[src/rtl/operand_fetch_stage.sv]
// operand_fetch_stage
//   Decode-to-execute operand stage. Two read ports pull rs1/rs2 from the
//   register file Q bus. Same-cycle writeback data is forwarded into each port.
//   An EX-stage producer that is still in flight stalls the stage. The operand
//   set is latched into a 1-entry valid/ready register that feeds execute.
// Ports
//   i_clk, i_rst           clock, synchronous active-high reset
//   i_flush                drop the held and incoming operand set
//   i_valid / o_ready      upstream handshake (rs1/rs2 addresses)
//   i_rs1_addr/i_rs2_addr  source addresses
//   i_qbus                 register file contents, [0:N_REGS-1]
//   i_wb_en/addr/data      writeback port, forwarded and used for hold refresh
//   i_haz_en/i_haz_addr    pending EX producer
//   o_valid / i_ready      downstream handshake
//   o_rs*_addr/o_rs*_data  held operand set

// Single read port: register 0 reads as zero, and writeback data takes
// priority over the Q bus.
module operand_read_port #(
   parameter int N_REGS = 32,
   parameter int XLEN   = 32,
   parameter int AW     = $clog2(N_REGS)
) (
   input  logic [AW-1:0]                addr,
   input  logic [0:N_REGS-1][XLEN-1:0]  qbus,
   input  logic                         wb_en,
   input  logic [AW-1:0]                wb_addr,
   input  logic [XLEN-1:0]              wb_data,
   output logic [XLEN-1:0]              data
);
   always_comb begin
      data = '0;
      if (addr == '0)
         data = '0;
      else if (wb_en && wb_addr == addr)
         data = wb_data;
      else
         data = qbus[addr];
   end
endmodule

module operand_fetch_stage #(
   parameter int N_REGS = 32,
   parameter int XLEN   = 32,
   parameter int AW     = $clog2(N_REGS)
) (
   input  logic                         i_clk,
   input  logic                         i_rst,
   input  logic                         i_flush,
   input  logic                         i_valid,
   output logic                         o_ready,
   input  logic [AW-1:0]                i_rs1_addr,
   input  logic [AW-1:0]                i_rs2_addr,
   input  logic [0:N_REGS-1][XLEN-1:0]  i_qbus,
   input  logic                         i_wb_en,
   input  logic [AW-1:0]                i_wb_addr,
   input  logic [XLEN-1:0]              i_wb_data,
   input  logic                         i_haz_en,
   input  logic [AW-1:0]                i_haz_addr,
   output logic                         o_valid,
   input  logic                         i_ready,
   output logic [AW-1:0]                o_rs1_addr,
   output logic [AW-1:0]                o_rs2_addr,
   output logic [XLEN-1:0]              o_rs1_data,
   output logic [XLEN-1:0]              o_rs2_data
);
   localparam int NPORTS = 2;

   logic [NPORTS-1:0][AW-1:0]   addr_in;
   logic [NPORTS-1:0][XLEN-1:0] rd_data;
   logic [NPORTS-1:0][AW-1:0]   addr_q;
   logic [NPORTS-1:0][XLEN-1:0] data_q;
   logic                        valid_q;
   logic                        haz;
   logic                        accept;

   assign addr_in[0] = i_rs1_addr;
   assign addr_in[1] = i_rs2_addr;

   for (genvar g = 0; g < NPORTS; g++) begin : g_port
      operand_read_port #(.N_REGS(N_REGS), .XLEN(XLEN), .AW(AW)) u_rd (
         .addr    (addr_in[g]),
         .qbus    (i_qbus),
         .wb_en   (i_wb_en),
         .wb_addr (i_wb_addr),
         .wb_data (i_wb_data),
         .data    (rd_data[g])
      );
   end

   // A producer targeting x0 never creates a dependency.
   assign haz = i_haz_en && (i_haz_addr != '0) &&
                ((i_haz_addr == i_rs1_addr) || (i_haz_addr == i_rs2_addr));

   // The hazard gates o_ready regardless of i_valid, so a stalled upstream
   // sees a steady not-ready. The held set keeps draining, so no bubble is added.
   assign o_ready = !haz && (!valid_q || i_ready);
   assign accept  = i_valid && o_ready;

   always_ff @(posedge i_clk) begin
      if (i_rst) begin
         valid_q <= 1'b0;
         addr_q  <= '0;
         data_q  <= '0;
      end else if (i_flush) begin
         valid_q <= 1'b0;
      end else if (accept) begin
         valid_q <= 1'b1;
         addr_q  <= addr_in;
         data_q  <= rd_data;
      end else if (valid_q && i_ready) begin
         valid_q <= 1'b0;
      end else if (valid_q) begin
         // A held operand must not go stale. A writeback that lands while
         // execute is back-pressured refreshes the matching operand.
         for (int n = 0; n < NPORTS; n++)
            if (i_wb_en && i_wb_addr != '0 && i_wb_addr == addr_q[n])
               data_q[n] <= i_wb_data;
      end
   end

   assign o_valid    = valid_q;
   assign o_rs1_addr = addr_q[0];
   assign o_rs2_addr = addr_q[1];
   assign o_rs1_data = data_q[0];
   assign o_rs2_data = data_q[1];
endmodule

[config.mk]
export PLATFORM = sky130hd
export DESIGN_NAME = operand_fetch_stage
export DESIGN_NICKNAME = d
export VERILOG_FILES = /design/src/rtl/operand_fetch_stage.sv
export SDC_FILE = /design/constraint.sdc
export NUM_CORES = 1
export LEC_CHECK = 0
export CORE_AREA = 2 2 456 458
export CTS_CLUSTER_DIAMETER = 60
export DETAILED_ROUTE_END_ITERATION = 16
export DIE_AREA = 0 0 458 460
export REMOVE_ABC_BUFFERS = 1
export SETUP_SLACK_MARGIN = 0.5
export SLEW_MARGIN = 40
export SYNTH_ARGS = -nofsm -noshare
export SYNTH_HDL_FRONTEND = slang
export SYNTH_SLANG_ARGS = --single-unit
[constraint.sdc]
create_clock -name i_clk -period 2.5 [get_ports i_clk]
set_clock_uncertainty 0.2 [all_clocks]
set_input_delay 0.375 -clock i_clk [delete_from_list [all_inputs] [get_ports i_clk]]
set_output_delay 0.375 -clock i_clk [all_outputs]
set_load 0.05 [all_outputs]
==> summary.txt <==
Detailed routing
  • Total number of vias: 26600
  • TritonRoute pass-1 iters: 5
  • Routed Antenna Nets: 0
  • Wirelength per Cell: 37.6 um
  • Routed wire length: 224 mm
  • Vias per cell: 4.46
  • DRT iter0 DRCs: approximately 2200
  • # DRC: 0

Setup path
  • Levels on crit path: 8
  • Family with the most delay on the worst path: buffers and inverters
  • CP endpoint kind: flip-flop
  • Critical Path Start Type: input pin
  • Arrival time worst endpoint: 2.47 ns
  • CP max stage delay: 0.48 ns
  • Critical Path RT: 2.56 ns
  • Top cell by count, worst path: buf_4
  • Slowest CP cell: mux4_2
  • Crit path max fanout: 2
  • Worst-path cell chain: clkdlybuf4s50_1 -> buf_4 -> mux4_2 -> mux2_2 -> a221o_1 -> buf_4 -> nand4_1 -> a311oi_1
  • Crit path kind: input pin to flip-flop
  • R2R cell count: 8
  • CP Buf/Inv Count: 3

Timing
  • Fin Setup TNS: 0 ns
  • Final hold violations: 0
  • Fin. max-slew vios: 0
  • Fin crit period: 2.41 ns
  • Setup Viol. Count Final: 0
  • Fmax: 415 MHz
  • Setup ws final: 0.0916 ns
  • Post-route clock period utilization: 0.963
  • Worst Hold Margin: 0.254 ns
  • Worst slew pin tran: 0.577 ns
  • Slew HR: 0.615
  • Unrepaired setup endpoints after global routing: yes

Clock network
  • Clock sinks: 75
  • CTS tree: built
  • CTS Buf Count: 9
  • Root buf cell: clkbuf_16
  • Worst-Skew Late Latency: approximately 0.39 ns
  • CTS H-tree depth: 3
  • CTS clock-pin slew for the worst setup and hold paths: ~0.080 ns
  • CTS Buffer Depth: 2

Die
  • # IOs: 1159
  • Core area: 206000 sq um
  • Initial Utilization: 0.100
  • Die area: 211000 sq um
  • DIE WIDTH: around 460 um
  • Height of the die: roughly 460 um
  • # rows: 167

Logic synthesis
  • Ys Warns: 0
  • Register area share after synthesis: 0.0727
  • Syn Inst Count: about 1800
  • Largest area contributor in the netlist: mux4_2
  • Async SR Flop Fraction: 0
  • Synth top cells by count: mux4_2 (455), mux2i_1 (192), clkbuf_1 (121), mux2_2 (119), nand2_1 (111)
  • Post-synth top flop: dfxtp_1
  • Count leader, synth: mux4_2
  • #FFs+latches synth: 75
  • Area contributors post-synth: mux4_2 (50%), mux2i_1 (9.3%), dfxtp_1 (7.3%), mux2_2 (6.5%), a221o_1 (3.9%)
  • Number of synthesized flops with an enable pin: 0
  • Post-synth cell types: 49
  • Mapped Area: 20700 sq um
  • Mean post-synth cell area: 11.8 sq um
  • Synth top area share: 0.496

Placement
  • DPL Wire Length: 190 mm
  • Gp weighted congestion: roughly 0.95
  • Placed insts: between 5000 and 6000
  • Setup WS pre-CTS: -0.856 ns
  • Port Buffers: ~1200

Global routing
  • Total gr overflow: 0
  • Number of global-route vias before repair: between 20000 and 30000
  • Number of antenna violations at the first check in global routing: 185
  • First-pass GRT wire length: 283 mm
  • Gr usage total: 0.203
  • Largest net degree at the start of global routing: 61

Cells and area
  • Nets: about 4300
  • Filler instances: approximately 22000
  • End-of-flow core utilization: 0.206
  • FF+latch area: ~1500 sq um
  • Multi-input logic area: about 19000 sq um
  • Share of cells above drive strength 1: 0.432
  • Area Overhead vs Synth: 105%
  • Post-Layout Cell Count: a little under 6000

Flow run
  • Max_cap viols: 0

Pwr
  • Power Density: 269 nW/um^2
  • VDD IR max: 0.000297 V
  • Static Leak: 15.1 nW

Min path
  • Hold depth: 4
  • HP Class: input pin to flip-flop

Run status
  • Status: complete, no violations
[per-layer routing]
layer / global-route usage / vias up / part of all wire
met2: 0.338 / 1832 / 0.47
met4: 0.0906 / 128 / 0.054
li1: - / 10700 / -
met5: 0 / - / 0.0039
met1: 0.232 / 13500 / 0.38
met3: 0.0732 / 493 / 0.099
[flip-flops by register name, summed over array words and instances (netlist names)]
signal,flops
o_rs1_data,32
o_rs2_data,32
o_rs1_addr,5
o_rs2_addr,5
o_valid,1
[placed cells by master, fill, tap and decap left out, types with 15 or more instances in the layout]
| master | instances |
|---|---|
| dfxtp_1 | 74 |
| clkdlybuf4s50_1 | 1049 |
| buf_6 | 63 |
| mux2i_1 | 183 |
| buf_16 | 37 |
| a221o_1 | 67 |
| buf_8 | 15 |
| o21ai_0 | 52 |
| nand2_4 | 27 |
| o221ai_1 | 54 |
| nand2_1 | 78 |
| diode_2 | 67 |
| nor3_1 | 36 |
| o21ai_4 | 23 |
| buf_4 | 353 |
| mux2_4 | 18 |
| o22ai_1 | 29 |
| mux4_2 | 455 |
| a2bb2oi_2 | 25 |
| buf_12 | 119 |
| o21ai_2 | 18 |
| a311oi_1 | 30 |
| nand4_1 | 28 |
| nor2_1 | 37 |
| mux2_2 | 101 |
[cell families (layout without fill, tap and decap cells)]
| group | after synthesis | count (layout) | share of synthesized area |
|---|---|---|---|
| other | 0 | 67 | 0 |
| DFF | 75 | 75 | 0.0727 |
| muxes | 766 | 766 | 0.654 |
| xor gates and xnor gates | 30 | 30 | 0.0127 |
| buffers and inverters | 250 | 1686 | 0.0627 |
| AOI/OAI and AO/OA | 381 | 381 | 0.140 |
| and+or+nand+nor | 254 | 254 | 0.0574 |
[worst paths after layout]
| check | start | slack, ns | endpoint |
|---|---|---|---|
| max | i_qbus[607] | 0.09 | o_rs1_data[31]$_SDFFE_PP0P_ |
| max reg2reg | o_valid$_SDFFE_PP0P_ | 0.19 | o_rs2_data[0]$_SDFFE_PP0P_ |
| min | i_rs1_addr[3] | 0.25 | o_rs1_addr[3]$_SDFFE_PP0P_ |
| min reg2reg | o_rs1_addr[3]$_SDFFE_PP0P_ | 0.32 | o_rs1_addr[3]$_SDFFE_PP0P_ |
[final cells by class]
type / count / share of cell area
multi-input combinational: 1431 / 0.452
timing repair buffer: 1667 / 0.421
tap: 2704 / 0.0799
sequential: 75 / 0.0355
clock buffer: 9 / 0.00532
antenna: 67 / 0.00396
clock inverter: 7 / 0.00195
inverter: 3 / 0.000354
[power by group]
part / internal (mW) / total [mW] / leakage, nW / switching [mW]
Clock: 0.792 / 1.50 / 0.145 / 0.709
Sequential: 1.28 / 1.38 / 0.616 / 0.0980
Combinational: 4.72 / 8.50 / 14.4 / 3.79
Total: 6.79 / 11.4 / 15.1 / 4.59
[what timing repair did]
action / CTS / global route
pin swaps: 57 / 66
hold buffers: 0 / 0
gates resized for setup: 349 / 175
setup endpoints to repair: 81 / 81
cloned: 25 / 5
buffers inserted: 60 / 18
[tightest hold or removal path: stages]
cell     delay [ns]
buf_6          0.14
buf_4          0.16
nand2_1        0.05
a21oi_1        0.05
[stage by stage]
step	cell area, sq um	total power [mW]
2_1_floorplan	19400	4.11
3_3_place_gp	38400	9.10
3_5_place_dp	38400	9.16
4_1_cts	41200	11.3
5_1_grt	42300	11.9
6_report	42400	11.4
No activity file was read; power rests on OpenSTA's default activity.
